### config.mk
export PLATFORM = sky130hd
export DESIGN_NAME = multi_debouncer_flat
export DESIGN_NICKNAME = d
export VERILOG_FILES = /design/src/rtl/multi_debouncer_if.sv /design/src/rtl/multi_debouncer.sv /design/src/flat_wrapper.sv
export SDC_FILE = /design/constraint.sdc
export NUM_CORES = 1
export LEC_CHECK = 0
export ABC_AREA = 1
export CORE_ASPECT_RATIO = 0.6
export CORE_MARGIN = 1.5
export CORE_UTILIZATION = 62
export DETAILED_ROUTE_END_ITERATION = 16
export GPL_ROUTABILITY_DRIVEN = 1
export PLACE_DENSITY = 0.86
export SETUP_SLACK_MARGIN = 0.15
export SYNTH_ARGS = -nofsm -noshare
export SYNTH_HDL_FRONTEND = slang
export SYNTH_SLANG_ARGS = --single-unit
### constraint.sdc
create_clock -name clk -period 2.78 [get_ports clk]
set_input_delay 0.556 -clock clk [delete_from_list [all_inputs] [get_ports clk]]
set_output_delay 0.556 -clock clk [all_outputs]
set_load 0.01 [all_outputs]
### src/rtl/multi_debouncer_if.sv
// Switch/debounce bundle: raw switch levels in, clean levels and edge pulses out.
interface multi_debouncer_if #(
  parameter int N = 4
);
  logic [N-1:0] sw;
  logic [N-1:0] db;
  logic [N-1:0] rise;
  logic [N-1:0] fall;

  modport master (output sw, input db, input rise, input fall);
  modport slave  (input sw, output db, output rise, output fall);
endinterface

### src/rtl/multi_debouncer.sv
// N-channel switch debouncer sharing one sampling tick generator.
//
// state | meaning
// ------+--------------------------------------------------------------
// ZERO  | debounced level 0, synchronised input agrees
// WAIT1 | level 0, input high; counting stable ticks towards ONE
// ONE   | debounced level 1, synchronised input agrees
// WAIT0 | level 1, input low; counting stable ticks towards ZERO
module multi_debouncer #(
  parameter int N            = 4,
  parameter int TICK_M       = 500_000,
  parameter int STABLE_TICKS = 3
) (
  input  logic             clk,
  input  logic             reset,
  multi_debouncer_if.slave bus
);

  localparam int TW = $clog2(TICK_M);
  localparam int CW = $clog2(STABLE_TICKS + 1);
  localparam logic [TW-1:0] TICK_LAST = TW'(TICK_M - 1);
  localparam logic [CW-1:0] CNT_LAST  = CW'(STABLE_TICKS - 1);

  typedef enum logic [1:0] {
    ZERO  = 2'b00,
    WAIT1 = 2'b01,
    ONE   = 2'b10,
    WAIT0 = 2'b11
  } state_t;

  logic [TW-1:0] tick_cnt;
  logic          tick;

  logic [N-1:0] s1;
  logic [N-1:0] sw_s;

  state_t        state_q [N];
  state_t        state_d [N];
  logic [CW-1:0] cnt_q   [N];
  logic [CW-1:0] cnt_d   [N];

  logic [N-1:0] db_lvl;
  logic [N-1:0] rise_set;
  logic [N-1:0] fall_set;
  logic [N-1:0] rise_q;
  logic [N-1:0] fall_q;

  assign tick = (tick_cnt == TICK_LAST);

  // Free-running sampling tick shared by every channel.
  always_ff @(posedge clk) begin
    if (reset)     tick_cnt <= '0;
    else if (tick) tick_cnt <= '0;
    else           tick_cnt <= tick_cnt + 1'b1;
  end

  // Two-flop synchroniser on the raw switch inputs.
  always_ff @(posedge clk) begin
    if (reset) begin
      s1   <= '0;
      sw_s <= '0;
    end else begin
      s1   <= bus.sw;
      sw_s <= s1;
    end
  end

  // Per-channel state and stable-tick counter registers.
  always_ff @(posedge clk) begin
    for (int i = 0; i < N; i++) begin
      if (reset) begin
        state_q[i] <= ZERO;
        cnt_q[i]   <= '0;
      end else begin
        state_q[i] <= state_d[i];
        cnt_q[i]   <= cnt_d[i];
      end
    end
  end

  // Next-state logic; a bounce takes priority over a coincident tick.
  always_comb begin
    for (int i = 0; i < N; i++) begin
      state_d[i] = state_q[i];
      cnt_d[i]   = cnt_q[i];
      case (state_q[i])
        ZERO: begin
          if (sw_s[i]) begin
            state_d[i] = WAIT1;
            cnt_d[i]   = '0;
          end
        end
        WAIT1: begin
          if (!sw_s[i]) begin
            state_d[i] = ZERO;
            cnt_d[i]   = '0;
          end else if (tick) begin
            if (cnt_q[i] == CNT_LAST) begin
              state_d[i] = ONE;
              cnt_d[i]   = '0;
            end else begin
              cnt_d[i] = cnt_q[i] + 1'b1;
            end
          end
        end
        ONE: begin
          if (!sw_s[i]) begin
            state_d[i] = WAIT0;
            cnt_d[i]   = '0;
          end
        end
        WAIT0: begin
          if (sw_s[i]) begin
            state_d[i] = ONE;
            cnt_d[i]   = '0;
          end else if (tick) begin
            if (cnt_q[i] == CNT_LAST) begin
              state_d[i] = ZERO;
              cnt_d[i]   = '0;
            end else begin
              cnt_d[i] = cnt_q[i] + 1'b1;
            end
          end
        end
        default: begin
          state_d[i] = ZERO;
          cnt_d[i]   = '0;
        end
      endcase
    end
  end

  // Moore level output and edge detection on the committed transitions.
  always_comb begin
    for (int i = 0; i < N; i++) begin
      db_lvl[i]   = (state_q[i] == ONE) || (state_q[i] == WAIT0);
      rise_set[i] = (state_q[i] == WAIT1) && (state_d[i] == ONE);
      fall_set[i] = (state_q[i] == WAIT0) && (state_d[i] == ZERO);
    end
  end

  // Edge pulses registered so they line up with the first cycle of the new level.
  always_ff @(posedge clk) begin
    if (reset) begin
      rise_q <= '0;
      fall_q <= '0;
    end else begin
      rise_q <= rise_set;
      fall_q <= fall_set;
    end
  end

  assign bus.db   = db_lvl;
  assign bus.rise = rise_q;
  assign bus.fall = fall_q;

endmodule

### src/flat_wrapper.sv
// flat-port wrapper written by rule: the top's interface ports become plain ports
module multi_debouncer_flat 
#(
  parameter int N            = 4,
  parameter int TICK_M       = 500_000,
  parameter int STABLE_TICKS = 3
)
  (clk, reset, bus_sw, bus_db, bus_rise, bus_fall);
  multi_debouncer_if #(.N(N)) bus_i ();
  input  logic clk;
  input  logic reset;
  input wire logic [$bits(bus_i.sw)-1:0] bus_sw;
  output wire logic [$bits(bus_i.db)-1:0] bus_db;
  output wire logic [$bits(bus_i.rise)-1:0] bus_rise;
  output wire logic [$bits(bus_i.fall)-1:0] bus_fall;
  assign bus_i.sw = bus_sw;
  assign bus_db = bus_i.db;
  assign bus_rise = bus_i.rise;
  assign bus_fall = bus_i.fall;
  multi_debouncer #(.N(N), .TICK_M(TICK_M), .STABLE_TICKS(STABLE_TICKS)) u_core (.clk(clk), .reset(reset), .bus(bus_i));
endmodule
==> flow_summary.yaml <==
sta:
  final-setup-viol-count: 0
  setup_tns_ps: 0
  fin_crit_ps: 1890
  drv_slew: 0
  fin_skew_ps: 7.18
  worst_slew_pin_slew_ps: 647
  finalWorstSetupSlack_ps: 892
  relSlewSlack_pct: 56.6
  rsz0062_at_grt: "false"
  timing.final.crit_share_pct: 67.9
  max_freq_ghz: 0.530
  finalHoldViolations: 0
logic_synthesis:
  synth-simple-area-share_pct: 40.7
  synthMuxAreaShare_pct: 0
  synthXorXnorAreaFrac_pct: 1.46
  syn_area_per_cell_um2: 6.67
  ys_seq_elements: 51
  synth_compound_area_share_pct: 4.28
  synth_adder_area_share_pct: 0.521
  syn-num-nets: 367
  synth_area_um2: 2400
  synth_top_family_by_area: "simple AND/OR/NAND/NOR gates"
  synth.distinct_cells: 27
  yosysWarnings: 0
  synthCells: 360
  yosysSeqAreaShare_pct: 42.5
clocking:
  root_buffer: "clkbuf_8"
  cts_resized: 0
  htree_levels: 2
  cts_made_buffers: 5
  cts-hold-fix-buffers: 0
  cts_setup_buffers: 0
  cts_tree: "done"
  cts.clk_slew.worst_paths_ps: 90
  clk_path_buf_depth: 2
  clock_latency_ps: 300
  clock-sinks: 51
layout:
  layout-drive-gt1-share_pct: 7.37
  diodes: 0
  layout_common_cells: "nand2_1 (90), nor2_1 (75), inv_1 (53), dfxtp_1 (51), nand3_1 (18)"
  nets: 386
  final_cell_area_um2: 2700
  mostFrequentLayoutCell: "nand2_1"
  area_growth_pct: 12.3
critical_path:
  cp.required_ps: 2990
  crit_path_cell_trace: "ha_1 > nand2_2 > inv_2 > nand2_2 > nor2_1 > nand3_2 > nand2_4 > inv_1 > nand2_1 > inv_1"
  crit_slowest_cell: "dfxtp_1"
  end_kind: "flip-flop"
  crit_type: "flip-flop to flip-flop"
  crit_buf_inv: 3
  slowest_delay_ps: 370
  arrival_ps: 2100
  path_delay_family: "simple AND/OR/NAND/NOR gates"
  worstPathMaxFanout: 18
  worstSetupStartpointType: "flip-flop"
floorplan:
  die_w_um: 83.3
  core.rowCount: 17
  core-area_um2: 3680
  initial_core_util_pct: 65.2
  die_area_um2: 4270
  die_h_um: 51.2
  io_pins: 18
placed_design:
  dpl_cell_area_um2: 2610
  globalplace.congestion: 0.937
  place_ws_ps: 781
  dpl.hpwl_mm: 3.54
  io_buffers: 17
global_route:
  grt_max_degree: 19
  overflow: 0
  grt_pass1_vias: 1745
  grt_antenna_before_repair: 0
  grt_pass1_wl_mm: 7.94
  grt.total_usage_pct: 23.9
pwr:
  power_leakage_nw: 1.05
  vdd_drop_max_mv: 0.368
  power_mw: 1.21
  power-per-cell-area_nw_per_um2: 449
run_status:
  status: "complete, no violations"
detailed_routing:
  wl_mm: 4.74
  viasPerCell: 4.98
  dr.first_iter.drc_count: 134
  ant_nets: 0
  vias: 2128
  firstDrtPassIters: 5
  drc: 0
  wire_per_inst_um: 11.1
run:
  cap_violations: 0
worst_hold_path:
  hp-class: "flip-flop to flip-flop"
report_power, final:
| part | total, mW | switching [mW] | internal [mW] | leakage [nW] |
|---|---|---|---|---|
| combinational | 0.0468 | 0.0286 | 0.0181 | 0.597 |
| clock | 0.418 | 0.241 | 0.176 | 0.0412 |
| sequential | 0.745 | 0.00500 | 0.740 | 0.413 |
synthesized netlist by cell type:
library cell / instances / share of area, %
nor3_2: 2 / 0.83
nand2_2: 2 / 0.52
nor3_1: 11 / 2.3
ha_1: 1 / 0.52
nor2_2: 2 / 0.52
dfxtp_1: 51 / 43
o21bai_1: 1 / 0.31
nor3_4: 1 / 0.68
nor3b_1: 2 / 0.63
o21ai_0: 2 / 0.42
and2_2: 1 / 0.31
xor2_1: 4 / 1.5
nor2_1: 75 / 12
inv_2: 4 / 0.63
nand3_2: 1 / 0.42
clkinv_1: 1 / 0.16
nand4_1: 6 / 1.6
nand2_4: 2 / 0.94
nor2_4: 4 / 1.9
clkbuf_1: 6 / 0.94
nand3b_1: 1 / 0.31
or2_0: 1 / 0.26
inv_1: 53 / 8.3
nand3_1: 18 / 3.8
buf_6: 1 / 0.47
nand2_1: 90 / 14
a21oi_1: 17 / 3.5
layer usage:
layer | GRT usage (%) | wire length [µm] | vias up
li1 | - | - | 1132
met1 | 34.1 | 2470 | 899
met2 | 34.8 | 1840 | 87
met3 | 6.79 | 384 | 10
met4 | 8.06 | 44 | 0
met5 | 0 | 0 | -
path summary, 6_finish.rpt:
check,cells after the start,slack [ps],to,startpoint
max reg2reg,10,890,u_core.tick_cnt[15],u_core.tick_cnt[0]
max,10,890,u_core.tick_cnt[15],u_core.tick_cnt[0]
min,2,410,u_core.sw_s[3],u_core.s1[3]
min reg2reg,2,410,u_core.sw_s[3],u_core.s1[3]
layout make-up:
| cell class | instances | area, µm² |
|---|---|---|
| Multi-Input combinational cell | 244 | 1130 |
| Clock buffer | 6 | 72.6 |
| Sequential cell | 51 | 1020 |
| Clock inverter | 2 | 12.5 |
| Inverter | 58 | 218 |
| Fill cell | 295 | 985 |
| Timing Repair Buffer | 19 | 185 |
| Tap cell | 47 | 58.8 |
logic make-up after synthesis:
kind of cell               after synthesis
xor gates and xnor gates                 4
adders and majority gates                1
DFF                                     51
and+or+nand+nor                        219
buffers and inverters                   65
AOI/OAI and AO/OA                       20
through the flow:
stage | utilization [%] | hold slack (ps) | cells
2_1_floorplan | - | 388 | 360
3_3_place_gp | 70.9 | 391 | 419
3_5_place_dp | 70.9 | 393 | 419
4_1_cts | 73.2 | 406 | 427
5_1_grt | 73.2 | 423 | 427
6_report | 73.2 | 405 | 427
worst min-delay path, cell delays in order, from the launching register on:
cell and delay (ps):
dfxtp_1 310, inv_1 40, nor2_1 30
flip-flops by register name, summed over array words and instances (netlist names):
name,cells
u_core.tick_cnt,19
u_core.cnt_q,8
u_core.state_q,8
u_core.bus.fall,4
u_core.bus.rise,4
u_core.s1,4
u_core.sw_s,4
Power figures use the tool's default switching activity.
